===== config.mk =====
export PLATFORM = sky130hd
export DESIGN_NAME = op_arbiter
export DESIGN_NICKNAME = d
export VERILOG_FILES = /design/src/rtl/op_arbiter.sv
export SDC_FILE = /design/constraint.sdc
export NUM_CORES = 1
export LEC_CHECK = 0
export CAP_MARGIN = 40
export CORE_ASPECT_RATIO = 0.9
export CORE_MARGIN = 10
export CORE_UTILIZATION = 46
export CTS_CLUSTER_SIZE = 28
export DETAILED_ROUTE_END_ITERATION = 16
export MAX_ROUTING_LAYER = met4
export PLACE_DENSITY_LB_ADDON = 0.3
export SLEW_MARGIN = 25
export SYNTH_ARGS = -nofsm -noshare
export SYNTH_HDL_FRONTEND = slang
export SYNTH_SLANG_ARGS = --single-unit

===== constraint.sdc =====
create_clock -name i_clk -period 2.12 [get_ports i_clk]
set_input_delay 0.318 -clock i_clk [delete_from_list [all_inputs] [get_ports i_clk]]
set_output_delay 0.318 -clock i_clk [all_outputs]
set_load 0.005 [all_outputs]

===== src/rtl/op_arbiter.sv =====
// op_arbiter: round-robin share of one registered W-bit operator unit.
// Define OP_ARB_ERR_EN to flag illegal opcodes on o_rsp_err.
module op_arbiter #(
  parameter int W = 4
) (
  input  logic           i_clk,
  input  logic           i_rst,
  input  logic           i_req0_valid,
  output logic           o_req0_ready,
  input  logic [2:0]     i_req0_op,
  input  logic [W-1:0]   i_req0_a,
  input  logic [W-1:0]   i_req0_b,
  input  logic           i_req0_c,
  input  logic           i_req1_valid,
  output logic           o_req1_ready,
  input  logic [2:0]     i_req1_op,
  input  logic [W-1:0]   i_req1_a,
  input  logic [W-1:0]   i_req1_b,
  input  logic           i_req1_c,
  output logic           o_rsp_valid,
  input  logic           i_rsp_ready,
  output logic           o_rsp_id,
  output logic [2*W-1:0] o_rsp_data,
  output logic           o_rsp_err
);

  typedef enum logic [1:0] {
    IDLE,
    EXEC,
    RESP
  } state_t;

  state_t         r_state;
  state_t         w_state_nxt;
  logic           r_last;
  logic           r_id;
  logic [2:0]     r_op;
  logic [W-1:0]   r_a;
  logic [W-1:0]   r_b;
  logic           r_c;
  logic [2*W-1:0] r_rsp_data;
  logic           r_rsp_id;
  logic           w_any;
  logic           w_gnt;
  logic           w_idle;
  logic           w_acc;
  logic [2*W-1:0] w_res;

  assign w_any  = i_req0_valid | i_req1_valid;
  assign w_gnt  = (i_req0_valid & i_req1_valid) ? ~r_last : i_req1_valid;
  assign w_idle = (r_state == IDLE);
  assign w_acc  = w_idle & w_any;

  // Readies are masked while reset is held, even though state already reads IDLE.
  assign o_req0_ready = w_acc & ~w_gnt & ~i_rst;
  assign o_req1_ready = w_acc & w_gnt & ~i_rst;

  assign o_rsp_valid = (r_state == RESP);
  assign o_rsp_id    = r_rsp_id;
  assign o_rsp_data  = r_rsp_data;

  always_comb begin
    w_state_nxt = r_state;
    unique case (r_state)
      IDLE:    if (w_any) w_state_nxt = EXEC;
      EXEC:    w_state_nxt = RESP;
      RESP:    if (i_rsp_ready) w_state_nxt = IDLE;
      default: w_state_nxt = IDLE;
    endcase
  end

  always_comb begin
    w_res = '0;
    case (r_op)
      3'b000:  w_res[0]     = (r_a <= r_b);
      3'b001:  w_res[0]     = (|r_a) && (|r_b);
      3'b010:  w_res[W-1:0] = r_a | r_b;
      3'b011:  w_res        = {r_a, r_a};
      3'b100:  w_res[W:0]   = {r_a, r_c};
      default: w_res        = '0;
    endcase
  end

  always_ff @(posedge i_clk or posedge i_rst) begin
    if (i_rst) begin
      r_state    <= IDLE;
      r_last     <= 1'b1;
      r_id       <= 1'b0;
      r_op       <= '0;
      r_a        <= '0;
      r_b        <= '0;
      r_c        <= 1'b0;
      r_rsp_data <= '0;
      r_rsp_id   <= 1'b0;
    end else begin
      r_state <= w_state_nxt;
      if (w_acc) begin
        r_last <= w_gnt;
        r_id   <= w_gnt;
        r_op   <= w_gnt ? i_req1_op : i_req0_op;
        r_a    <= w_gnt ? i_req1_a : i_req0_a;
        r_b    <= w_gnt ? i_req1_b : i_req0_b;
        r_c    <= w_gnt ? i_req1_c : i_req0_c;
      end
      if (r_state == EXEC) begin
        r_rsp_data <= w_res;
        r_rsp_id   <= r_id;
      end
    end
  end

`ifdef OP_ARB_ERR_EN
  logic r_rsp_err;
  logic w_illegal;

  assign w_illegal = r_op[2] & (r_op[1] | r_op[0]);
  assign o_rsp_err = r_rsp_err;

  always_ff @(posedge i_clk or posedge i_rst) begin
    if (i_rst) begin
      r_rsp_err <= 1'b0;
    end else if (r_state == EXEC) begin
      r_rsp_err <= w_illegal;
    end
  end
`else
  assign o_rsp_err = 1'b0;
`endif

endmodule


# Word-level counts from Yosys, hierarchy flattened
# Cells that the tools add are included.
# op_classes
muxes	12
n_eq_ne	8
magnitude_cmp	1
n_bitwise	11
reduce_logical	6
# op_table
op	n
one-hot mux 3 bit (3 select lines)	1
two-way mux 4 bit	2
OR reduction 4 bit	2
AND 1 bit	6
== test 3 x 2 -> 1 bit (second input constant)	2
two-way mux 3 bit	2
one-hot mux 2 bit (3 select lines)	1
one-hot mux 1 bit (5 select lines)	1
<= comparator 4 bit	1
two-way mux 2 bit	2
OR 4 bit	1
== test 3 x 1 -> 1 bit (second input constant)	1
== test 3 bit (second input constant)	1
zero test 3 bit	1
NOT 1 bit	3
== test 2 x 1 -> 1 bit (second input constant)	1
== test 2 bit (second input constant)	1
zero test 2 bit	1
two-way mux 1 bit	2
inequality test 2 x 1 -> 1 bit (second input constant)	1
inequality test 2 bit (second input constant)	1
one-hot mux 1 bit (2 select lines)	1
AND reduction 2 bit	1
logical AND 1 bit	1
OR 1 bit	1
# totals
in_bits	29
regBits	25
elab_cells	47
out_inout_bits	13

# Longest topological paths before layout
# Gate-level depths: netlist of run 1.
# depth
word_depth	5
mapped_depth	6
ltp_nobuf	6

# Least setup slack after synthesis of run 1
# OpenSTA, ideal clock, no wires.
# synth_path
path_type	reg-to-reg
start	register r_a[1]
end	register r_rsp_data[0], in the netlist o_rsp_data[0]
path_buffers	0
t_required_ns	2.036
setup_slack_ns	0.588
period_less_slack_ns	1.532
setup_time_ns	0.084
path_stages_with_launch	6
arrival_ns	1.448
path_cell_list	dfrtp_1 -> inv_1 -> ha_1 -> o41ai_1 -> o221ai_1 -> a41oi_2
# synth_between
elab_chain_cells	3
elab_cells_between_ends	4
classes_between	order compare: 1; mux: 1; reduce/logical: 2
# synth_lines
element	line_no	source
start, declared	38	logic [W-1:0] r_a;
start signal, assigned	101	r_a <= w_gnt ? i_req1_a : i_req0_a;
branches (longest 2 deep; another with <= comparator 4 bit)	-	
one-hot mux 1 bit (5 select lines) (*)	74	case (r_op)
end signal, assigned	106	r_rsp_data <= w_res;
end, declared	41	logic [2*W-1:0] r_rsp_data;
# Mark *: on every way between the ends.
# A chain may end at the register's enable or synchronous reset.

# Final worst setup path of run 1
# layout_path
start	register r_state[0]
end	output o_req0_ready
# layout_between
elab_chain_cells	4
# layout_lines
element	line_no	source
start, declared	33	state_t r_state;
start signal, assigned	96	r_state <= w_state_nxt;
zero test 2 bit	51	assign w_idle = (r_state == IDLE);
AND 1 bit	52	assign w_acc = w_idle & w_any;
AND 1 bit (2 in a row)	55	assign o_req0_ready = w_acc & ~w_gnt & ~i_rst;
end, declared	9	output logic o_req0_ready,
# Every way passes these cells.

==> flow_summary.yaml, run 1 <==
logic_synthesis:
  ys_warn_count: 0
  synth_cell_types: 33
  yosysSeqAreaShare_pct: 47.2
  synth_cells: 133
  synth_area_um2: 1330
  synth_nets: 170
  postSynthAreaPerCell_um2: 9.99
  ys_ff_latch: 25
cells_and_area:
  multiInputGateArea_um2: 616
  regArea_um2: 629
  fin_area_um2: 1840
  drive_gt1_share_pct: 12.7
  syn_to_final_growth_pct: 38.8
  n_fill_cell: 234
  final_nets: 219
  n_antenna_cell: 0
detailed_routing:
  num_vias: 1146
  drtPass1Iterations: 4
  drc_errors: 0
  drt_iter0_drc: 55
  wl_per_cell_um: 15.2
  viasPerCell: 5.19
  ant_nets: 0
  wl_mm: 3.37
global_routing:
  overflow: 0
  grt_max_degree: 26
  grt_pass1_wl_mm: 5.51
  grt.total_usage_pct: 12.6
  grt_pass1_vias: 1217
  antenna_found_initial: 0
placed_design:
  dpl-instance-area_um2: 1780
  dp_hpwl_mm: 2.68
  io_buffers: 40
  place.gp.congestion: 0.846
sta:
  min_period_ns: 2.07
  fin_skew_ns: 0.00470
  drv_slew: 0
  setup_violations: 0
  finalCritPeriodShare_pct: 97.5
  finalHoldViolations: 0
  fmax_mhz: 484
power_and_ir_drop:
  p_int_mw: 1.39
  leakagePower_nw: 0.832
  p_sw_share_pct: 40.2
  p_per_area_nw_per_um2: 1260
  power_mw: 2.32
  pwr-share-seq_pct: 38.8
  clockPowerShare_pct: 9.2
  p_switching_uw: 933
  combPwrFrac_pct: 52.0
  vdd_drop_max_mv: 0.663
floorplan:
  num_io_pins: 42
  dieArea_um2: 5440
  fp.dieH_um: 71.0
  core_um2: 2750
  initial_core_util_pct: 48.4
  num_rows: 18
  die_w_um: 76.7
worst_hold_path:
  hold_path_class: "input pin to async pin"
worst_setup_path:
  slowest_delay_ns: 0.51
  cp_data_arrival_time_ns: 1.75
  crit_buf_inv: 1
  slowest_stage: "clkdlybuf4s50_1"
  path_cells: "nor2_2, o211a_1, and2_1, clkdlybuf4s50_1"
  worstPathMaxFanout: 3
  critPathTopFamily: "buffers and inverters"
  cp.required_ns: 1.80
  endpoint_kind: "output pin"
  startpoint_type: "register"
  path_class: "register to output pin"
clock_network:
  htreeDepth: 1
  clock_sinks: 25
  cts_root_buf: "clkbuf_4"
  cts_buffer_depth: 2
  ctsHoldBuffers: 0
  numCtsBuffers: 3
  insertion_delay_ns: 0.32
  cts.clk_slew.worst_paths_ns: 0.14
  tritoncts: "done"
run_status:
  outcome: "finished, final reports clean"
job:
  cap_violations: 0
## flip-flops by register name, indices dropped and copies added (netlist names), 2 cells and up
name        count
o_rsp_data      8
r_a             4
r_b             4
r_op            3
r_state         2
## layer usage
metal  wire length [um]  vias to the layer above  GRT usage (%)
li1                   -                      571              -
met1               1560                      536           14.9
met2               1580                       35           19.8
met3                200                        4           4.42
met4                 32                        0           3.71
met5                  0                        -              -
## cells in the final DEF, fill, tap and decap left out, types with 3 or more instances in the layout
cell type | synthesis | final
dfrtp_1 | 24 | 22
nand2_1 | 17 | 17
a22oi_1 | 15 | 15
nor2_1 | 4 | 3
ha_1 | 8 | 8
clkdlybuf4s50_1 | 0 | 38
clkbuf_4 | 0 | 3
o21ai_0 | 17 | 17
buf_4 | 1 | 8
inv_1 | 14 | 14
o2bb2ai_1 | 3 | 3
## logic make-up (layout without fill, tap and decap cells)
logic type,after synthesis,in the layout,synth area share (%)
AOI/OAI and AO/OA,48,48,26.7
adders and majority gates,8,8,7.53
buffers and inverters,20,68,6.69
DFF,25,25,47.2
muxes,2,2,1.69
other,1,1,0.282
and+or+nand+nor,29,29,9.89
## worst min-delay path: cells and delay by family
kind     cells  cell delay [ns]
buf+inv      3             0.85
## stage by stage
stage          setup slack [ns]  utilization (%)  hold WS (ns)  std cells  TNS [ns]
2_1_floorplan             0.588                -         0.355        133         0
3_3_place_gp             0.0186             64.8         0.459        213         0
3_5_place_dp            0.00588             64.8         0.472        213         0
4_1_cts                 0.00155             66.1         0.429        218         0
5_1_grt                 -0.0262             67.1         0.458        221   -0.0262
6_report                 0.0536             67.1         0.432        221         0
## worst paths after layout
path	slack, ns	cells past startpoint	endpoint	from
worst max-delay path	0.05	4	o_req0_ready	r_state[0]$_DFFE_PP0P_
worst min-delay path	0.43	3	o_rsp_data[6]$_DFFE_PP0N_	i_rst
worst max register to register	0.40	5	o_rsp_data[0]$_DFFE_PP0N_	r_a[1]$_DFFE_PP0P_
worst min register to register	0.49	2	o_rsp_data[1]$_DFFE_PP0N_	o_rsp_data[1]$_DFFE_PP0N_
max in group asynchronous	1.40	3	r_last$_DFFE_PP1P_	i_rst
min in group i_clk	0.49	2	o_rsp_data[1]$_DFFE_PP0N_	o_rsp_data[1]$_DFFE_PP0N_
## Yosys cell counts (all sizes together)
cell,number,area [um2]
dfrtp,24,601
o21ai,18,90.1
nand2,17,63.8
inv,16,60.1
a22oi,15,113
ha,8,100
buf,4,28.8
nor2,4,15.0
o2bb2ai,3,26.3
a21o,2,15.0
and2,2,12.5
mux2,2,22.5
nand2b,2,15.0
nor4,2,12.5
a2111oi,1,27.5
a21oi,1,5.00
a221oi,1,8.76
a32oi,1,8.76
a41oi,1,16.3
conb,1,3.75
dfstp,1,26.3
nor2b,1,6.26
o211a,1,10.0
o21bai,1,7.51
o221ai,1,8.76
o32a,1,10.0
o41ai,1,8.76
or3,1,6.26
## power by group through the flow
stage	Sequential [mW]	Combinational, mW	Clock (mW)
2_1_floorplan	0.876	0.730	0
3_3_place_gp	0.912	1.12	0
3_5_place_dp	0.921	1.14	0
4_1_cts	0.905	1.16	0.222
5_1_grt	0.933	1.36	0.247
6_report	0.902	1.21	0.214
## final cells by class
| cell class | count | share of cell area, % |
|---|---|---|
| flip-flops and latches | 25 | 34.1 |
| multi-input cells | 88 | 33.4 |
| repair buffers | 48 | 25.0 |
| inverters | 16 | 3.26 |
| well taps | 40 | 2.71 |
| clock buffers | 3 | 1.22 |
| clock inverters | 1 | 0.271 |
## what timing repair did
item,CTS,global route
gates resized for setup,2,3
setup endpoints to repair,2,2
pin swaps,0,0
buffers inserted,1,3
No activity file was read; power rests on OpenSTA's default activity.
==> inputs of run 2 (changes only) <==
- CORE_ASPECT_RATIO: 0.9 -> 1.5
- SETUP_SLACK_MARGIN: not set -> 0.02
==> flow_summary.yaml, run 2 (synthesis results as in run 1) <==
clock_network:
  cts_buffer_depth: 2
  tritoncts: "done"
  cts_root_buf: "clkbuf_8"
  ctsHoldBuffers: 0
  insertion_delay_ns: 0.26
  post-cts-setup-buffer-count: 0
  cts.clk_slew.worst_paths_ns: 0.08
  htreeDepth: 1
  numCtsBuffers: 3
  clock_sinks: 25
power_and_ir_drop:
  clockPowerShare_pct: 11.7
  power_mw: 2.32
  combPwrFrac_pct: 48.8
  vdd_drop_max_mv: 0.602
  p_int_mw: 1.41
  p_per_area_nw_per_um2: 1260
  leakagePower_nw: 0.845
  p_switching_uw: 911
  p_sw_share_pct: 39.2
  pwr-share-seq_pct: 39.4
sta:
  tns_ns: 0
  holdWs_ns: 0.415
  drv_slew: 0
  rsz0062_at_grt: "false"
  finalCritPeriodShare_pct: 84.2
  setup_violations: 0
  finalHoldViolations: 0
  fmax_mhz: 561
  layout_setup_ws_ns: 0.336
  min_period_ns: 1.78
  fin_skew_ns: 0.00235
worst_setup_path:
  cp_data_arrival_time_ns: 1.47
  path_class: "register to output pin"
  endpoint_kind: "output pin"
  worstPathMaxFanout: 6
  rr_worst_depth: 5
  r2r_end: "o_rsp_data[0]$_DFFE_PP0N_"
  startpoint_type: "register"
  cp.required_ns: 1.80
  r2r-start: "r_a[3]$_DFFE_PP0P_"
  r2r_slack_ns: 0.36
placed_design:
  dp_cells: 212
  place_ws_ns: 0.0117
  io_buffers: 40
  place.gp.congestion: 0.824
  dp_hpwl_mm: 2.60
cells_and_area:
  largest_register_ffs: 8
  syn_to_final_growth_pct: 38.8
  n_fill_cell: 222
  n_antenna_cell: 0
  mostFrequentLayoutCell: "clkdlybuf4s50_1"
  final_cells: 216
  final_nets: 217
  final_cell_mix: "clkdlybuf4s50_1 (37), dfrtp_1 (23), o21ai_0 (17), nand2_1 (17), a22oi_1 (15)"
  drive_gt1_share_pct: 10.6
global_routing:
  overflow: 0
  grt_pass1_vias: 1172
  grt_pass1_wl_mm: 5.36
  grt.total_usage_pct: 11.8
  antenna_found_initial: 0
  grt_max_degree: 17
detailed_routing:
  drt_iter0_drc: 41
  wl_per_cell_um: 14.6
  ant_nets: 0
  drc_errors: 0
  wl_mm: 3.15
  num_vias: 1123
  drtPass1Iterations: 4
  viasPerCell: 5.20
floorplan:
  fp.dieH_um: 85.8
  dieArea_um2: 5480
  initial_core_util_pct: 48.6
  num_io_pins: 42
  die_w_um: 63.9
  num_rows: 23
  core_um2: 2730
job:
  cap_violations: 0
run_status:
  outcome: "finished, final reports clean"
worst_hold_path:
  hold_path_class: "input pin to async pin"
run 2: cell count changes in the layout (fill, tap and decap cells not counted), sizes merged:
cell and delta:
buf -2, clkbuf +1, clkdlybuf4s50 -1, clkinv -1, dlymetal6s2s +1
run 2: worst max path at each step:
stage / end / slack (ns) / startpoint
after floorplan: o_rsp_data[0]$_DFFE_PP0N_ / 0.59 / r_a[1]$_DFFE_PP0P_
after global placement: o_req1_ready / 0.02 / i_req0_valid
after detailed placement: o_req1_ready / 0.01 / i_req0_valid
after CTS: o_req0_ready / 0.03 / r_state[0]$_DFFE_PP0P_
after global routing: o_rsp_data[0]$_DFFE_PP0N_ / 0.24 / r_a[1]$_DFFE_PP0P_
final: o_rsp_valid / 0.34 / r_state[0]$_DFFE_PP0P_
run 2: final cells by class:
class / count / area [um2] / area share (%)
inverter: 16 / 60.1 / 3.26
multi-input combinational: 88 / 616 / 33.4
tap: 37 / 46.3 / 2.51
clock buffer: 4 / 45.0 / 2.44
timing repair buffer: 46 / 449 / 24.4
sequential: 25 / 628 / 34.1
run 2: layer usage:
| layer | up-vias | track usage [%] | part of all wire, % |
|---|---|---|---|
| li1 | 563 | - | - |
| met1 | 526 | 12.3 | 40 |
| met2 | 30 | 21.3 | 54 |
| met3 | 4 | 2.73 | 5.0 |
| met4 | 0 | 3.59 | 1.1 |
| met5 | - | - | 0 |
run 2: what timing repair did:
action | CTS | global route
setup endpoints to repair | 1 | 2
gates resized for setup | 1 | 4
pin swaps | 0 | 1
run 2: power by group through the flow:
stage	logic, mW	clock network [mW]	registers (mW)
after floorplan	0.730	0	0.876
after global placement	1.11	0	0.903
after detailed placement	1.13	0	0.921
after CTS	1.15	0.278	0.911
after global routing	1.27	0.300	0.955
final	1.13	0.273	0.917
run 2: worst max-delay path: stages (launching register included):
cell             delay, ns
dfrtp_2               0.47
nand2b_1              0.17
inv_1                 0.06
clkdlybuf4s50_1       0.51
run 2: stage by stage:
stage               instance area, um2  util (%)
floorplan                         1330         -
global placement                  1790      65.5
detailed placement                1790      65.5
CTS                               1840      67.1
global route                      1840      67.5
finish                            1840      67.5
==> inputs of run 3 (changes only) <==
- clock period: 2.12 -> 1.69 ns (I/O delays scaled with it)
==> flow_summary.yaml, run 3 (synthesis results as in run 1) <==
worst_hold_path:
  hold_path_class: "input pin to async pin"
sta:
  min_period_ns: 1.62
  finalHoldViolations: 0
  finalCritPeriodShare_pct: 95.6
  fmax_mhz: 619
  drv_slew: 0
  layout_setup_ws_ns: 0.0748
  rsz0062_at_grt: "false"
  tns_ns: 0
  holdWs_ns: 0.357
  fin_skew_ns: 0.00262
  setup_violations: 0
clock_network:
  insertion_delay_ns: 0.27
  htreeDepth: 1
  cts.clk_slew.worst_paths_ns: 0.09
  cts_root_buf: "clkbuf_8"
  numCtsBuffers: 3
  clock_sinks: 25
  cts_buffer_depth: 2
  tritoncts: "done"
detailed_routing:
  drt_iter0_drc: 41
  drtPass1Iterations: 4
  wl_mm: 3.65
  drc_errors: 0
  wl_per_cell_um: 16.2
  num_vias: 1187
  ant_nets: 0
  viasPerCell: 5.25
worst_setup_path:
  endpoint_kind: "register"
  r2r-start: "r_b[1]$_DFFE_PP0P_"
  r2r_end: "o_rsp_data[0]$_DFFE_PP0N_"
  rr_worst_depth: 5
  worstPathMaxFanout: 3
  r2r_slack_ns: 0.07
  cp.required_ns: 1.88
  path_class: "register to register"
  startpoint_type: "register"
  cp_data_arrival_time_ns: 1.81
cells_and_area:
  largest_register_ffs: 8
  drive_gt1_share_pct: 19.0
  syn_to_final_growth_pct: 45.4
  final_cell_mix: "clkdlybuf4s50_1 (35), dfrtp_1 (24), o21ai_0 (17), nand2_1 (17)"
  final_nets: 227
  n_antenna_cell: 0
  mostFrequentLayoutCell: "clkdlybuf4s50_1"
  fin_util_pct: 70.7
global_routing:
  grt_pass1_wl_mm: 6.05
  overflow: 0
  grt.total_usage_pct: 13.7
  grt_max_degree: 16
  antenna_found_initial: 0
  grt_pass1_vias: 1323
power_and_ir_drop:
  p_switching_mw: 1.32
  p_sw_share_pct: 40.3
  combPwrFrac_pct: 55.6
  clockPowerShare_pct: 10.7
  vdd_drop_max_mv: 1.08
  p_per_area_nw_per_um2: 1690
  p_int_mw: 1.95
  pwr-share-seq_pct: 33.7
  power_mw: 3.27
  leakagePower_nw: 0.880
floorplan:
  fp.dieH_um: 85.8
  core_um2: 2730
  num_rows: 23
  initial_core_util_pct: 48.6
  dieArea_um2: 5480
  die_w_um: 63.9
  num_io_pins: 42
placed_design:
  dp_hpwl_mm: 2.85
  place.gp.congestion: 0.801
  place_ws_ns: -0.309
  io_buffers: 40
run_status:
  outcome: "finished, final reports clean"
job:
  cap_violations: 0
-- run 3: how the worst max path moves through the flow --
stage / from / endpoint / slack (ns) / cells past startpoint
3_3_place_gp: i_req0_valid / o_req1_ready / -0.28 / 4
4_1_cts: r_state[0]$_DFFE_PP0P_ / o_req0_ready / 0.02 / 5
6_report: r_b[1]$_DFFE_PP0P_ / o_rsp_data[0]$_DFFE_PP0N_ / 0.07 / 5
5_1_grt: r_a[1]$_DFFE_PP0P_ / o_rsp_data[0]$_DFFE_PP0N_ / 0.02 / 5
2_1_floorplan: r_a[1]$_DFFE_PP0P_ / o_rsp_data[0]$_DFFE_PP0N_ / 0.16 / 5
3_5_place_dp: i_req0_valid / o_req1_ready / -0.31 / 4
-- run 3: timing repair --
item                       CTS  global route
gates resized for setup     12             7
setup endpoints to repair    4             4
hold buffers                 0             0
pin swaps                    2             3
buffers inserted             3             0
-- run 3: power by group through the flow --
stage / logic (mW) / registers, mW / clock network, mW
final: 1.82 / 1.10 / 0.351
after global routing: 2.02 / 1.14 / 0.385
after CTS: 1.76 / 1.08 / 0.353
after detailed placement: 1.62 / 1.10 / 0
after global placement: 1.56 / 1.08 / 0
after floorplan: 0.916 / 1.10 / 0
-- run 3: critical path, cell delays in order (launching register included) --
cell and delay, ns:
dfrtp_1 0.39, inv_1 0.12, ha_1 0.28, o41ai_2 0.38, o221ai_1 0.18, a41oi_2 0.21
-- run 3: per-stage QoR --
stage / area, um2 / instances
2_1_floorplan: 1330 / 133
3_3_place_gp: 1840 / 219
3_5_place_dp: 1840 / 219
4_1_cts: 1920 / 226
5_1_grt: 1930 / 226
6_report: 1930 / 226
-- run 3: final cells by class --
class,count,area (um2)
Clock buffer,3,41.3
Clock inverter,1,5.00
Fill cell,232,802
Inverter,16,60.1
Multi-Input combinational cell,88,641
Sequential cell,25,627
Tap cell,37,46.3
Timing Repair Buffer,56,512
-- run 3: metal layers --
layer | global-route usage [%] | vias up | part of all wire (%)
li1 | - | 585 | -
met1 | 13.4 | 570 | 39
met2 | 26.6 | 28 | 58
met3 | 2.34 | 4 | 3.0
met4 | 3.59 | 0 | 0.82
met5 | - | - | 0
